==> src/rtl/apb_uart_pkg.sv <==
// apb_uart_pkg: shared constants and state encoding for the UART receiver.
// The PARITY state only exists when UART_RX_PARITY_EN is defined.
package apb_uart_pkg;

  localparam int unsigned OS_RATE           = 8;
  localparam int unsigned START_SAMPLE_TICK = 4;

  typedef enum logic [2:0] {
    IDLE   = 3'd0,
    START  = 3'd1,
    DATA   = 3'd2,
`ifdef UART_RX_PARITY_EN
    PARITY = 3'd3,
`endif
    STOP   = 3'd4
  } uart_rx_state_e;

endpackage

==> src/rtl/uart_os_tick_gen.sv <==
// uart_os_tick_gen: one-cycle oversample tick every max(div,1) clocks,
// restartable so the tick phase can be aligned to a detected start edge.
module uart_os_tick_gen #(
  parameter int unsigned DIV_WIDTH = 32
) (
  input  logic                 clk_i,
  input  logic                 srst_i,
  input  logic                 restart,
  input  logic [DIV_WIDTH-1:0] div,
  output logic                 tick
);

  logic [DIV_WIDTH-1:0] cnt_q, cnt_d;
  logic [DIV_WIDTH-1:0] last;

  // Terminal count (div of 0 behaves like 1) and counter next value.
  always_comb begin
    last  = (div == '0) ? '0 : div - DIV_WIDTH'(1);
    tick  = !restart && (cnt_q == last);
    cnt_d = cnt_q + DIV_WIDTH'(1);
    if (restart || tick) begin
      cnt_d = '0;
    end
  end

  // Divider counter register.
  always_ff @(posedge clk_i) begin
    if (srst_i) begin
      cnt_q <= '0;
    end else begin
      cnt_q <= cnt_d;
    end
  end

endmodule

==> src/rtl/uart_rx.sv <==
// uart_rx: 8N1/8N2 UART receiver, 8x oversampled, with ready/valid output
// register and one-cycle parity/frame/overrun pulses.
// Parity support is compiled in only when UART_RX_PARITY_EN is defined.
module uart_rx #(
  parameter int unsigned CLK_DIV_WIDTH = 32,
  parameter int unsigned OS_RATE       = apb_uart_pkg::OS_RATE
) (
  input  logic                     clk_i,
  input  logic                     srst_i,
  input  logic                     rx_i,
  input  logic [CLK_DIV_WIDTH-1:0] clk_div_i,
  input  logic                     parity_en_i,
  input  logic                     parity_odd_i,
  input  logic                     two_stop_i,
  output logic [7:0]               rx_data_o,
  output logic                     rx_data_valid_o,
  input  logic                     rx_data_ready_i,
  output logic                     parity_error_o,
  output logic                     frame_error_o,
  output logic                     overrun_o
);

  import apb_uart_pkg::*;

  localparam int unsigned TICK_W = $clog2(OS_RATE);
  localparam logic [TICK_W-1:0] START_LAST = TICK_W'(START_SAMPLE_TICK - 1);
  localparam logic [TICK_W-1:0] BIT_LAST   = TICK_W'(OS_RATE - 1);

  uart_rx_state_e state_q, state_d;

  logic [1:0]               rx_sync_q, rx_sync_d;
  logic                     rx_s;
  logic                     armed_q, armed_d;
  logic [TICK_W-1:0]        bit_tick_q, bit_tick_d;
  logic [2:0]               bit_cnt_q, bit_cnt_d;
  logic                     stop_cnt_q, stop_cnt_d;
  logic [7:0]               shift_q, shift_d;
  logic                     frm_err_q, frm_err_d;
  logic                     two_stop_q, two_stop_d;
  logic [CLK_DIV_WIDTH-1:0] div_q, div_d;
  logic [7:0]               data_q, data_d;
  logic                     valid_q, valid_d;
  logic                     fe_q, fe_d;
  logic                     ov_q, ov_d;
  logic                     os_tick;
  logic                     start_det;
  logic                     fe_now;
  logic                     last_stop;

`ifdef UART_RX_PARITY_EN
  logic par_en_q, par_en_d;
  logic par_odd_q, par_odd_d;
  logic par_err_q, par_err_d;
  logic pe_q, pe_d;
`else
  logic unused_parity_cfg;
  assign unused_parity_cfg = parity_en_i ^ parity_odd_i;
`endif

  assign rx_s      = rx_sync_q[1];
  assign start_det = (state_q == IDLE) && armed_q && !rx_s;

  uart_os_tick_gen #(
    .DIV_WIDTH(CLK_DIV_WIDTH)
  ) u_tick (
    .clk_i  (clk_i),
    .srst_i (srst_i),
    .restart(start_det),
    .div    (div_q),
    .tick   (os_tick)
  );

  // Next-state, datapath and completion resolution.
  always_comb begin
    rx_sync_d  = {rx_sync_q[0], rx_i};
    state_d    = state_q;
    // A start edge needs the line to have been seen high while idle, so a
    // low tail after a stop sample is not mistaken for a new start.
    armed_d    = (state_q == IDLE) && (armed_q || rx_s);
    bit_tick_d = bit_tick_q;
    bit_cnt_d  = bit_cnt_q;
    stop_cnt_d = stop_cnt_q;
    shift_d    = shift_q;
    frm_err_d  = frm_err_q;
    two_stop_d = two_stop_q;
    div_d      = div_q;
    data_d     = data_q;
    valid_d    = valid_q && !rx_data_ready_i;
    fe_d       = 1'b0;
    ov_d       = 1'b0;
    fe_now     = frm_err_q || !rx_s;
    last_stop  = !two_stop_q || stop_cnt_q;
`ifdef UART_RX_PARITY_EN
    par_en_d   = par_en_q;
    par_odd_d  = par_odd_q;
    par_err_d  = par_err_q;
    pe_d       = 1'b0;
`endif

    if (os_tick) begin
      bit_tick_d = (bit_tick_q == BIT_LAST) ? '0 : bit_tick_q + TICK_W'(1);
    end

    case (state_q)
      IDLE: begin
        bit_tick_d = '0;
        if (start_det) begin
          state_d    = START;
          bit_cnt_d  = '0;
          stop_cnt_d = 1'b0;
          frm_err_d  = 1'b0;
          two_stop_d = two_stop_i;
          div_d      = clk_div_i;
`ifdef UART_RX_PARITY_EN
          par_en_d   = parity_en_i;
          par_odd_d  = parity_odd_i;
          par_err_d  = 1'b0;
`endif
        end
      end

      START: begin
        if (os_tick && (bit_tick_q == START_LAST)) begin
          bit_tick_d = '0;
          state_d    = rx_s ? IDLE : DATA;
        end
      end

      DATA: begin
        if (os_tick && (bit_tick_q == BIT_LAST)) begin
          shift_d   = {rx_s, shift_q[7:1]};
          bit_cnt_d = bit_cnt_q + 3'd1;
          if (bit_cnt_q == 3'd7) begin
`ifdef UART_RX_PARITY_EN
            state_d = par_en_q ? PARITY : STOP;
`else
            state_d = STOP;
`endif
          end
        end
      end

`ifdef UART_RX_PARITY_EN
      PARITY: begin
        if (os_tick && (bit_tick_q == BIT_LAST)) begin
          par_err_d = (rx_s != ((^shift_q) ^ par_odd_q));
          state_d   = STOP;
        end
      end
`endif

      STOP: begin
        if (os_tick && (bit_tick_q == BIT_LAST)) begin
          if (last_stop) begin
            state_d = IDLE;
            // Registering the resolution makes the pulses and valid appear
            // in the first IDLE cycle. A same-cycle handshake frees the slot.
            if (fe_now) begin
              fe_d = 1'b1;
            end else if (valid_q && !rx_data_ready_i) begin
              ov_d = 1'b1;
            end else begin
              data_d  = shift_q;
              valid_d = 1'b1;
`ifdef UART_RX_PARITY_EN
              pe_d    = par_err_q;
`endif
            end
          end else begin
            stop_cnt_d = 1'b1;
            frm_err_d  = fe_now;
          end
        end
      end

      default: begin
        state_d = IDLE;
      end
    endcase
  end

  // State, datapath and output registers.
  always_ff @(posedge clk_i) begin
    if (srst_i) begin
      state_q    <= IDLE;
      rx_sync_q  <= '1;
      armed_q    <= 1'b0;
      bit_tick_q <= '0;
      bit_cnt_q  <= '0;
      stop_cnt_q <= 1'b0;
      shift_q    <= '0;
      frm_err_q  <= 1'b0;
      two_stop_q <= 1'b0;
      div_q      <= '0;
      data_q     <= '0;
      valid_q    <= 1'b0;
      fe_q       <= 1'b0;
      ov_q       <= 1'b0;
`ifdef UART_RX_PARITY_EN
      par_en_q   <= 1'b0;
      par_odd_q  <= 1'b0;
      par_err_q  <= 1'b0;
      pe_q       <= 1'b0;
`endif
    end else begin
      state_q    <= state_d;
      rx_sync_q  <= rx_sync_d;
      armed_q    <= armed_d;
      bit_tick_q <= bit_tick_d;
      bit_cnt_q  <= bit_cnt_d;
      stop_cnt_q <= stop_cnt_d;
      shift_q    <= shift_d;
      frm_err_q  <= frm_err_d;
      two_stop_q <= two_stop_d;
      div_q      <= div_d;
      data_q     <= data_d;
      valid_q    <= valid_d;
      fe_q       <= fe_d;
      ov_q       <= ov_d;
`ifdef UART_RX_PARITY_EN
      par_en_q   <= par_en_d;
      par_odd_q  <= par_odd_d;
      par_err_q  <= par_err_d;
      pe_q       <= pe_d;
`endif
    end
  end

  assign rx_data_o       = data_q;
  assign rx_data_valid_o = valid_q;
  assign frame_error_o   = fe_q;
  assign overrun_o       = ov_q;
`ifdef UART_RX_PARITY_EN
  assign parity_error_o  = pe_q;
`else
  assign parity_error_o  = 1'b0;
`endif

endmodule

==> config.mk <==
export PLATFORM = sky130hd
export DESIGN_NAME = uart_rx
export DESIGN_NICKNAME = d
export VERILOG_FILES = /design/src/rtl/apb_uart_pkg.sv /design/src/rtl/uart_os_tick_gen.sv /design/src/rtl/uart_rx.sv
export SDC_FILE = /design/constraint.sdc
export NUM_CORES = 1
export LEC_CHECK = 0
export ABC_CLOCK_PERIOD_IN_PS = 8100
export BUFFER_PORTS_ARGS = -buffer_cell sky130_fd_sc_hd__buf_2
export CORE_MARGIN = 4
export CORE_UTILIZATION = 39
export CTS_BUF_LIST = sky130_fd_sc_hd__clkbuf_8
export DETAILED_ROUTE_END_ITERATION = 7
export GPL_TIMING_DRIVEN = 0
export SLEW_MARGIN = 10
export SYNTH_ARGS = -nofsm -noshare
export SYNTH_HDL_FRONTEND = slang
export SYNTH_SLANG_ARGS = --single-unit
==> constraint.sdc <==
create_clock -name clk_i -period 8.1 [get_ports clk_i]
set_input_delay 0 -clock clk_i [delete_from_list [all_inputs] [get_ports clk_i]]
set_output_delay 0 -clock clk_i [all_outputs]
set_load 0.005 [all_outputs]
==> out/metrics.cfg, run 1 <==
[outcome]
status=finished, final reports clean

[sta]
fin_skew_ps=15.96
period_share=0.5731
rsz0062_at_grt=false
fmax_ghz=0.2154
holdWs_ps=235.4
layout_setup_ws_ps=3458
slew_violations=0
setup_viol=0
finalSetupTns_ps=0
slew_headroom=0.4780
tightestPinTransition_ps=776.6
hold_viol=0
fin_crit_ps=4642

[layout]
area_delta_synth_final_pct=18.44
drive_above_1_share=0.1239
layout.cells.non_filler=971
final_util=0.4701
n_antenna_cell=0
layout_commonest_cell=nand2_1
nets=832
layout_common_cells=nand2_1 (107), dfxtp_1 (98), nor2_1 (55)
post-route-cell-area_um2=6500

[setup_path]
startpoint_type=register
worst-path-buf-inv=3
worstPathRequired_ps=8430
crit_family=simple AND/OR/NAND/NOR gates
max_stage_delay_ps=670
cp.arrival_ps=4970
crit_path_max_fanout=10
path_cells=inv_1 > ha_1 > nor3b_2 > nand4_1 > clkbuf_1 > nor4_1 > mux2_2 > nor4_1 > o221ai_1 > nand2b_1 > nor4_4 > buf_4 > nand4_1 > a21oi_1
critical-path-slowest-cell=nor4_4
critPathKind=reg2reg
critPathCaptureType=register

[clock_tree]
clk_pin_slew_ps=120
clockBufferDepth=2
cts.hold.buffers_added=35
cts_sinks=98
cts_setup_buffers=0
ctsResizeCount=0
root_buffer=clkbuf_8
htree_levels=3
numCtsBuffers=9
cts_tree=built
clkLatencyLatePin_ps=400

[pwr]
power_mw=1.080
seq_power_share=0.458
combPwrFrac=0.234
p_int_uw=719.5
p_switching_uw=360.7
worst_ir_drop_vdd_mv=0.1033
clkPwrFrac=0.308
p_leak_nw=2.502
swShare=0.3339
powerDensity_nw_per_um2=166.2

[yosys]
ys_warn_count=0
synthFlopType=dfxtp_1
synth_nets=739
synth_top_cell_by_area=dfxtp_1
synthCells=693
synth_area_per_cell_um2=7.919
synth_cell_type_count=67
synthTopCellsByArea=dfxtp_1 (36%), nand2_1 (7.3%), a21oi_1 (4.8%)
synth.top_cell.area_share=0.3575
netlist_area_um2=5488
synth-async-reset-ratio=0
synth-seq-cells=98
synth_seq_area_share=0.3575
synth_enable_flop_cells=0

[global_route]
grt_overflow=0
antenna_found_initial=0
grt.total_usage=0.2070
grt_max_degree=21
grt_pass1_wl_um=26560
grt_pass1_vias=5189

[placement]
dp_hpwl_um=12560
io_buffer_count=47
place_area_um2=5948
gp_congestion=0.8864
place_ws_ps=3507
dp_cells=920

[routing]
routed-wl-met3_um=839
routed_via_density=5.579
dr_wl_met2_um=7623
met1_length_um=7627
first_iter_violations=427
drtAntennaViolNets=0
drt_wl_total_um=16470
top_layer=met4
avgRoutedWirePerCell_um=16.96
vias=5417
drc=0
drtPass1Iterations=4

[floorplan]
core_region_area_um2=13830
placementRows=43
die_h_um=126.6
die_x_um=126.6
ios=51
start_util=0.3969
die_area_um2=16030

[flow_run]
drv_cap=0

[hold_path]
hold_class=in2reg

[final timing paths]
check / slack (ps) / depth (start not counted) / to / startpoint
setup / recovery: 3460 / 14 / rx_data_o[6] / div_q[0]
hold / removal: 240 / 5 / rx_data_o[1] / rx_data_ready_i
setup reg to reg: 3460 / 14 / rx_data_o[6] / div_q[0]
hold reg to reg: 430 / 1 / rx_sync_q[1] / rx_sync_q[0]
[tightest hold or removal path: cells and delay by family]
kind,cells,cell delay (ps)
buf+inv,1,70
simple gates,2,270
compound gates,2,260
[flip-flops by register name, indices dropped and copies added (netlist names), 2 cells and up]
signal and cells:
bit_cnt_q 3, bit_tick_q 3, div_q 32, rx_data_o 8, rx_sync_q 2, shift_q 8, state_q 3, u_tick.cnt_q 32
[power by group through the flow]
| stage | Sequential (mW) | Combinational, mW | Clock, mW |
|---|---|---|---|
| after floorplan | 0.504 | 0.171 | 0 |
| after global placement | 0.506 | 0.234 | 0 |
| after detailed placement | 0.506 | 0.235 | 0 |
| after CTS | 0.495 | 0.249 | 0.340 |
| after global routing | 0.496 | 0.276 | 0.358 |
| final | 0.495 | 0.253 | 0.332 |
[Yosys cell counts, types with 9 or more instances]
cell and number:
mux2i_1 12, xor2_1 26, dfxtp_1 98, or4_1 12
and3_1 10, nor3_1 26, inv_1 9, nand4_1 25
o21ai_0 21, xnor2_1 27, or3_1 11, clkbuf_1 29
nand2b_1 17, nor4_1 10, a21oi_1 53, nor2_1 55
nand2_1 107, nand3_1 28
[layout make-up]
type / instances / area, um^2
clock buffer: 9 / 123.9
clock inverter: 7 / 77.57
fill: 1368 / 7327
inverter: 9 / 33.78
sequential: 98 / 1962
timing repair buffer: 82 / 585.6
tap: 180 / 225.2
buffer: 39 / 172.7
multi-input combinational: 547 / 3319
[routing by layer]
metal | vias to the layer above | track usage
li1 | 2671 | -
met1 | 2599 | 0.2779
met2 | 121 | 0.3306
met3 | 26 | 0.03832
met4 | 0 | 0.07950
met5 | - | 0
[cells by family after synthesis]
kind of cell	synth area share
buffers and inverters	0.03762
AO/OA/AOI/OAI	0.1357
XOR/XNOR	0.08869
adder cells (fa/ha/maj)	0.01596
flip-flops	0.3575
multiplexers	0.03010
other	0.0006833
AND/OR/NAND/NOR	0.3338
Note: power is estimated with default switching activity, not from simulation.
==> run 2: changes to the inputs <==
--- a/config.mk
+++ b/config.mk
@@ -5,7 +5,8 @@
 export SDC_FILE = /design/constraint.sdc
 export NUM_CORES = 1
 export LEC_CHECK = 0
-export ABC_CLOCK_PERIOD_IN_PS = 8100
+export ABC_AREA = 1
+export ABC_CLOCK_PERIOD_IN_PS = 4600
 export BUFFER_PORTS_ARGS = -buffer_cell sky130_fd_sc_hd__buf_2
 export CORE_MARGIN = 4
 export CORE_UTILIZATION = 39
==> constraint.sdc (replaced) <==
create_clock -name clk_i -period 4.6 [get_ports clk_i]
set_input_delay 0 -clock clk_i [delete_from_list [all_inputs] [get_ports clk_i]]
set_output_delay 0 -clock clk_i [all_outputs]
set_load 0.005 [all_outputs]
==> out/metrics.cfg, run 2 <==
[clock_tree]
cts_sinks=98  ; unchanged
clockBufferDepth=2  ; unchanged
htree_levels=3  ; unchanged
cts.hold.buffers_added=37  ; was 35
clk_pin_slew_ps=100  ; was 120 ps
cts_setup_buffers=0  ; unchanged
root_buffer=clkbuf_8  ; unchanged
ctsResizeCount=0  ; unchanged
numCtsBuffers=9  ; unchanged
cts_tree=built  ; unchanged
clkLatencyLatePin_ps=400  ; about the same

[yosys]
synth_commonest_cells=nand2_1 (241), nor2_1 (137), inv_1 (100)  ; was nand2_1 (107), dfxtp_1 (98), nor2_1 (55)
synth_top_family_by_area=simple AND/OR/NAND/NOR gates  ; unchanged
synth_nets=985  ; was 739
synth_cell_type_count=48  ; was 67
synthFlopType=dfxtp_1  ; unchanged
synth_seq_area_share=0.3280  ; was 0.3575
synth-simple-area-share=0.4256  ; was 0.3338
synth_xor_xnor_area_share=0.02907  ; was 0.08869
synth_top_cell_by_area=dfxtp_1  ; unchanged
synthCells=939  ; was 693
synth_fa_ha_area_frac=0.01464  ; was 0.01596
synthTopCellsByArea=dfxtp_1 (33%), nand2_1 (15%), nor2_1 (8.6%)  ; was dfxtp_1 (36%), nand2_1 (7.3%), a21oi_1 (4.8%)
synth.top_cell.area_share=0.3280  ; was 0.3575
synth_compound_area_frac=0.1125  ; was 0.1357
netlist_area_um2=5982  ; was 5488 um^2
synth_enable_flop_cells=0  ; unchanged
synth_area_per_cell_um2=6.371  ; was 7.919 um^2
synth.mux.area_fraction=0  ; was 0.03010
ys_warn_count=0  ; unchanged
synth-seq-cells=98  ; unchanged
synth-async-reset-ratio=0  ; unchanged
synth_most_common_cell=nand2_1  ; unchanged

[pwr]
seq_power_share=0.267  ; was 0.458
worst_ir_drop_vdd_mv=0.2083  ; was 0.1033 mV
powerDensity_nw_per_um2=493.2  ; was 166.2 nW/um^2
combPwrFrac=0.565  ; was 0.234
p_leak_nw=3.100  ; was 2.502 nW
p_int_mw=1.760  ; was 719.5 uW
swShare=0.4925  ; was 0.3339
p_switching_mw=1.708  ; was 360.7 uW
clkPwrFrac=0.168  ; was 0.308

[floorplan]
die_area_um2=17380  ; was 16030 um^2
placementRows=45  ; was 43
start_util=0.3964  ; was 0.3969
core_region_area_um2=15090  ; was 13830 um^2
ios=51  ; unchanged
die_h_um=131.9  ; was 126.6 um
die_x_um=131.9  ; was 126.6 um

[layout]
n_fill_cell=1606  ; was 1368
layout_commonest_cell=nand2_1  ; unchanged
reg_top3=div_q: 32 flops, u_tick.cnt_q: 32 flops  ; unchanged
n_antenna_cell=0  ; unchanged
area_delta_synth_final_pct=17.55  ; was 18.44%
nets=1081  ; was 832
drive_above_1_share=0.1115  ; was 0.1239
layout_common_cells=nand2_1 (241), nor2_1 (137), inv_1 (100)  ; was nand2_1 (107), dfxtp_1 (98), nor2_1 (55)

[routing]
first_iter_violations=476  ; was 427
avgRoutedWirePerCell_um=14.90  ; was 16.96 um
drt_wl_total_um=18300  ; was 16470 um
drtPass1Iterations=6  ; was 4
drc=0  ; unchanged
routed_via_density=5.064  ; was 5.579
vias=6218  ; was 5417
drtAntennaViolNets=0  ; unchanged

[sta]
fin_skew_ps=11.60  ; was 15.96 ps
period_share=0.7195  ; was 0.5731
fin_crit_ps=3310  ; was 4642 ps
setup_viol=0  ; unchanged
tightestPinTransition_ps=694.2  ; was 776.6 ps
slew_violations=0  ; unchanged
fmax_ghz=0.3021  ; was 0.2154 GHz
hold_viol=0  ; unchanged
rsz0062_at_grt=false  ; unchanged
slew_headroom=0.5337  ; was 0.4780
holdWs_ps=372.8  ; was 235.4 ps
finalSetupTns_ps=0  ; unchanged

[setup_path]
startpoint_type=register  ; unchanged
crit_family=simple AND/OR/NAND/NOR gates  ; unchanged
critPathCaptureType=register  ; unchanged
crit_top_cell=nand3_1
r2r_setup_slack_ps=1290  ; was 3460 ps
critical-path-slowest-cell=buf_2  ; was nor4_4
crit_path_max_fanout=10  ; unchanged
cp.arrival_ps=3610  ; was 4970 ps
worstPathRequired_ps=4900  ; was 8430 ps
path_cells=inv_1 > ha_1 > nand2_2 > nor2_4 > buf_4 > nand2_1 > o21ai_0 > nand3_1 > nand2_1 > nand4_1 > nand3b_1 > nor2_1 > nand3_1 > nand3_1 > buf_2 > a21oi_1 > o21a_1  ; was inv_1 > ha_1 > nor3b_2 > nand4_1 > clkbuf_1 > nor4_1 > mux2_2 > nor4_1 > o221ai_1 > nand2b_1 > nor4_4 > buf_4 > nand4_1 > a21oi_1
critPathKind=reg2reg  ; unchanged
worst-path-buf-inv=3  ; unchanged
max_stage_delay_ps=340  ; was 670 ps

[placement]
io_buffer_count=47  ; unchanged
dp_hpwl_um=14560  ; was 12560 um
gp_congestion=0.9992  ; was 0.8864

[global_route]
grt_max_degree=19  ; was 21
grt_pass1_wl_um=29850  ; was 26560 um
grt_overflow=0  ; unchanged
grt_pass1_vias=5904  ; was 5189
antenna_found_initial=0  ; unchanged
grt.total_usage=0.2124  ; was 0.2070

[flow_run]
drv_cap=0  ; unchanged

[outcome]
status=finished, final reports clean  ; unchanged

[hold_path]
hold_class=in2reg  ; unchanged

[run 2: changes by cell type in the layout (fill, tap and decap cells not counted), moves of 23 or more]
cell     delta
nand2_1   +134
inv_1      +91
nor2_1     +82
nand3_1    +29
o21ai_0    +28
xnor2_1    -26
nand4_1    +23
[run 2: worst reg2reg max path: stages, from the launching register on]
cell	delay [ps]
dfxtp_1	310
inv_1	150
ha_1	230
nand2_2	120
nor2_4	150
buf_4	200
nand2_1	160
o21ai_0	320
nand3_1	110
nand2_1	130
nand4_1	90
nand3b_1	200
nor2_1	110
nand3_1	150
nand3_1	290
buf_2	340
a21oi_1	70
o21a_1	110
[run 2: cell families (layout without fill, tap and decap cells)]
logic type / count (synthesis) / count (layout)
xor+xnor: 19 / 19
simple gates: 557 / 557
fa+ha+maj: 7 / 7
buf+inv: 131 / 232
other cells: 1 / 1
flops: 98 / 98
compound gates: 126 / 126
[run 2: layer usage]
metal  wire length, um  vias up  global-route usage  part of all wire
met2              8599      168              0.3613              0.47
li1                  -     3255                   -                 -
met5                 0        -                   0                 0
met1              8326     2760              0.2714              0.45
met3               876       35             0.02634             0.048
met4               501        0             0.09218             0.027
[run 2: through the flow]
stage	utilization	instance area [um^2]	instances	power, mW	setup slack, ps
after floorplan	-	5982	939	2.372	2150
after global placement	0.4276	6452	1174	2.835	1347
after detailed placement	0.4285	6466	1175	2.840	1322
after CTS	0.4660	7032	1228	3.454	1298
after global routing	0.4660	7032	1228	3.761	981.6
final	0.4660	7032	1228	3.468	1290
[run 2: worst paths after layout]
path                start               end  cells after the start
max              div_q[0]  u_tick.cnt_q[26]                     17
min                srst_i      rx_sync_q[1]                      3
min reg2reg  rx_sync_q[0]      rx_sync_q[1]                      1
max reg2reg      div_q[0]  u_tick.cnt_q[26]                     17
[run 2: layout make-up]
class,count,area [um^2],share of cell area
clock inverters,6,57.56,0.008185
repair buffers,85,613.1,0.08719
well taps,188,235.2,0.03345
plain buffers,26,141.4,0.02011
flip-flops and latches,98,1962,0.2790
inverters,105,394.1,0.05605
multi-input cells,710,3491,0.4964
clock buffers,10,137.6,0.01957
[run 2: power by group through the flow]
stage          combinational, mW  clock, mW  sequential (mW)
4_1_cts                     1.93      0.598            0.926
2_1_floorplan               1.44          0            0.934
3_3_place_gp                1.89          0            0.945
3_5_place_dp                1.89          0            0.945
5_1_grt                     2.20      0.626            0.932
6_report                    1.96      0.581            0.927
==> run 3: changes to the inputs <==
--- a/config.mk
+++ b/config.mk
@@ -6,7 +6,7 @@
 export NUM_CORES = 1
 export LEC_CHECK = 0
 export ABC_AREA = 1
-export ABC_CLOCK_PERIOD_IN_PS = 4600
+export ABC_CLOCK_PERIOD_IN_PS = 2710
 export BUFFER_PORTS_ARGS = -buffer_cell sky130_fd_sc_hd__buf_2
 export CORE_MARGIN = 4
 export CORE_UTILIZATION = 39
==> constraint.sdc (replaced) <==
create_clock -name clk_i -period 2.71 [get_ports clk_i]
set_input_delay 0 -clock clk_i [delete_from_list [all_inputs] [get_ports clk_i]]
set_output_delay 0 -clock clk_i [all_outputs]
set_load 0.005 [all_outputs]
==> out/metrics.cfg, run 3 (same netlist as run 2, synthesis figures left out) <==
[outcome]
status=finished, violations left  ; was finished, final reports clean
failed_checks=setup timing

[setup_path]
r2r_setup_slack_ps=-120  ; was 1290 ps
rr_startpoint=div_q[0]  ; unchanged
startpoint_type=register  ; unchanged
crit_path_max_fanout=6  ; was 10
cp.arrival_ps=3160  ; was 3610 ps
critical-path-slowest-cell=dfxtp_2  ; was buf_2
crit_family=simple AND/OR/NAND/NOR gates  ; unchanged
critPathCaptureType=register  ; unchanged
path_cells=inv_4 > ha_4 > nand2_4 > nor2_4 > nand2_2 > nor2_4 > inv_1 > nand4_1 > nand4_1 > or2_1 > nor2_2 > nand3_2 > nor2_4 > nand4_4 > buf_6 > nand2_1 > nand2_1 > a21oi_1  ; was inv_1 > ha_1 > nand2_2 > nor2_4 > buf_4 > nand2_1 > o21ai_0 > nand3_1 > nand2_1 > nand4_1 > nand3b_1 > nor2_1 > nand3_1 > nand3_1 > buf_2 > a21oi_1 > o21a_1
max_stage_delay_ps=340  ; about the same
worst-path-buf-inv=3  ; unchanged
critPathKind=reg2reg  ; unchanged
r2r_end=shift_q[0]  ; was u_tick.cnt_q[26]
reg2reg_depth=18  ; was 17
worstPathRequired_ps=3040  ; was 4900 ps
crit_top_cell=nor2_4  ; was nand3_1

[placement]
dp_cells=1175  ; unchanged
place_area_um2=6466  ; unchanged
dp_hpwl_um=14560  ; unchanged
io_buffer_count=47  ; unchanged
place_ws_ps=-567.8  ; was 1322 ps
gp_congestion=0.9992  ; unchanged

[global_route]
grt_max_degree=19  ; unchanged
grt_overflow=0  ; unchanged
grt.total_usage=0.2212  ; was 0.2124
antenna_found_initial=0  ; unchanged
grt_pass1_wl_um=31070  ; was 29850 um
grt_pass1_vias=6200  ; was 5904

[sta]
rsz0062_at_grt=true  ; was false
setup_viol=52  ; was 0
slew_violations=0  ; unchanged
fin_skew_ps=8.748  ; was 11.60 ps
tightestPinTransition_ps=803.8  ; was 694.2 ps
fin_crit_ps=2831  ; was 3310 ps
period_share=1.045  ; was 0.7195
fmax_ghz=0.3533  ; was 0.3021 GHz
layout_setup_ws_ps=-120.8  ; was 1290 ps
hold_viol=0  ; unchanged
slew_headroom=0.4600  ; was 0.5337

[layout]
layout.cells.non_filler=1274  ; was 1228
final_util=0.5333  ; was 0.4660
drive_above_1_share=0.2587  ; was 0.1115
n_antenna_cell=0  ; unchanged
area_delta_synth_final_pct=34.51  ; was 17.55%
layout_common_cells=nand2_1 (211), nor2_1 (105), inv_1 (97)  ; was nand2_1 (241), nor2_1 (137), inv_1 (100)
post-route-cell-area_um2=8046  ; was 7032 um^2
reg_top3=div_q: 32 flops, u_tick.cnt_q: 32 flops  ; unchanged
nets=1127  ; was 1081
layout_commonest_cell=nand2_1  ; unchanged

[flow_run]
drv_cap=0  ; unchanged

[clock_tree]
clkLatencyLatePin_ps=400  ; about the same
clk_pin_slew_ps=100  ; about the same
root_buffer=clkbuf_8  ; unchanged
cts_sinks=98  ; unchanged
clockBufferDepth=2  ; unchanged
cts_tree=built  ; unchanged
numCtsBuffers=9  ; unchanged
htree_levels=3  ; unchanged

[pwr]
worst_ir_drop_vdd_mv=0.3462  ; was 0.2083 mV
p_leak_nw=3.472  ; was 3.100 nW
p_int_mw=3.460  ; was 1.760 mW
combPwrFrac=0.616  ; was 0.565
swShare=0.4861  ; was 0.4925
seq_power_share=0.236  ; was 0.267
clkPwrFrac=0.149  ; was 0.168
powerDensity_nw_per_um2=836.7  ; was 493.2 nW/um^2
p_switching_mw=3.273  ; was 1.708 mW

[hold_path]
hold_path_depth=3  ; unchanged
min_to=rx_sync_q[1]  ; unchanged
hold_class=in2reg  ; unchanged
hold_start=srst_i  ; unchanged

[floorplan]
start_util=0.3964  ; unchanged
ios=51  ; unchanged
die_area_um2=17380  ; unchanged
die_h_um=131.9  ; unchanged
core_region_area_um2=15090  ; unchanged
die_x_um=131.9  ; unchanged
placementRows=45  ; unchanged

[routing]
drtPass1Iterations=5  ; was 6
drt_wl_total_um=19830  ; was 18300 um
drc=0  ; unchanged
avgRoutedWirePerCell_um=15.56  ; was 14.90 um
routed_via_density=5.169  ; was 5.064
drtAntennaViolNets=0  ; unchanged
vias=6585  ; was 6218
first_iter_violations=545  ; was 476

run 3: timing repair:
action,4_1_cts,5_1_grt
hold buffers,37,0
endpoints found under the hold margin,37,0
gates cloned,4,5
buffers inserted,20,17
pin swaps,23,39
endpoints found under the setup margin,62,62
gates resized for setup,91,90
run 3: cell type report:
class | count | area, um^2
multi-input cells | 712 | 3980
clock buffers | 10 | 137.6
fillers | 1493 | 7043
well taps | 188 | 235.2
repair buffers | 129 | 1049
flip-flops and latches | 98 | 1996
clock inverters | 6 | 57.56
plain buffers | 26 | 181.4
inverters | 105 | 410.4
run 3: power groups by stage:
stage	clock (mW)	combinational (mW)	sequential, mW
2_1_floorplan	0	2.44	1.59
3_3_place_gp	0	3.21	1.60
3_5_place_dp	0	3.22	1.60
4_1_cts	1.02	3.77	1.58
5_1_grt	1.07	4.55	1.60
6_report	1.00	4.14	1.59
run 3: stage by stage:
| step | setup TNS [ps] | hold slack [ps] | power [mW] |
|---|---|---|---|
| 2_1_floorplan | 0 | 103.8 | 4.026 |
| 3_3_place_gp | -22190 | 186.7 | 4.812 |
| 3_5_place_dp | -23620 | 196.0 | 4.821 |
| 4_1_cts | -97.74 | 383.2 | 6.368 |
| 5_1_grt | -11870 | 388.1 | 7.222 |
| 6_report | -2458 | 371.6 | 6.733 |
run 3: worst register-to-register path, stage by stage (launching register included):
cell and delay [ps]:
dfxtp_2 340, inv_4 80, ha_4 150, nand2_4 70
nor2_4 210, nand2_2 140, nor2_4 200, inv_1 80
nand4_1 130, nand4_1 100, or2_1 240, nor2_2 150
nand3_2 110, nor2_4 160, nand4_4 170, buf_6 200
nand2_1 50, nand2_1 50, a21oi_1 140
run 3: how the worst max path moves through the flow:
stage | from | cells past startpoint | to
2_1_floorplan | div_q[0] | 21 | state_q[1]
3_3_place_gp | div_q[0] | 17 | u_tick.cnt_q[26]
3_5_place_dp | div_q[0] | 17 | u_tick.cnt_q[26]
4_1_cts | div_q[1] | 19 | bit_cnt_q[1]
5_1_grt | div_q[18] | 22 | state_q[1]
6_report | div_q[0] | 18 | shift_q[0]
run 3: metal layers:
layer / GRT usage / vias up / wire length (um)
met4: 0.1004 / 0 / 826
met5: 0 / - / 0
li1: - / 3347 / -
met2: 0.3771 / 174 / 9477
met3: 0.03550 / 45 / 957
met1: 0.2754 / 3019 / 8564
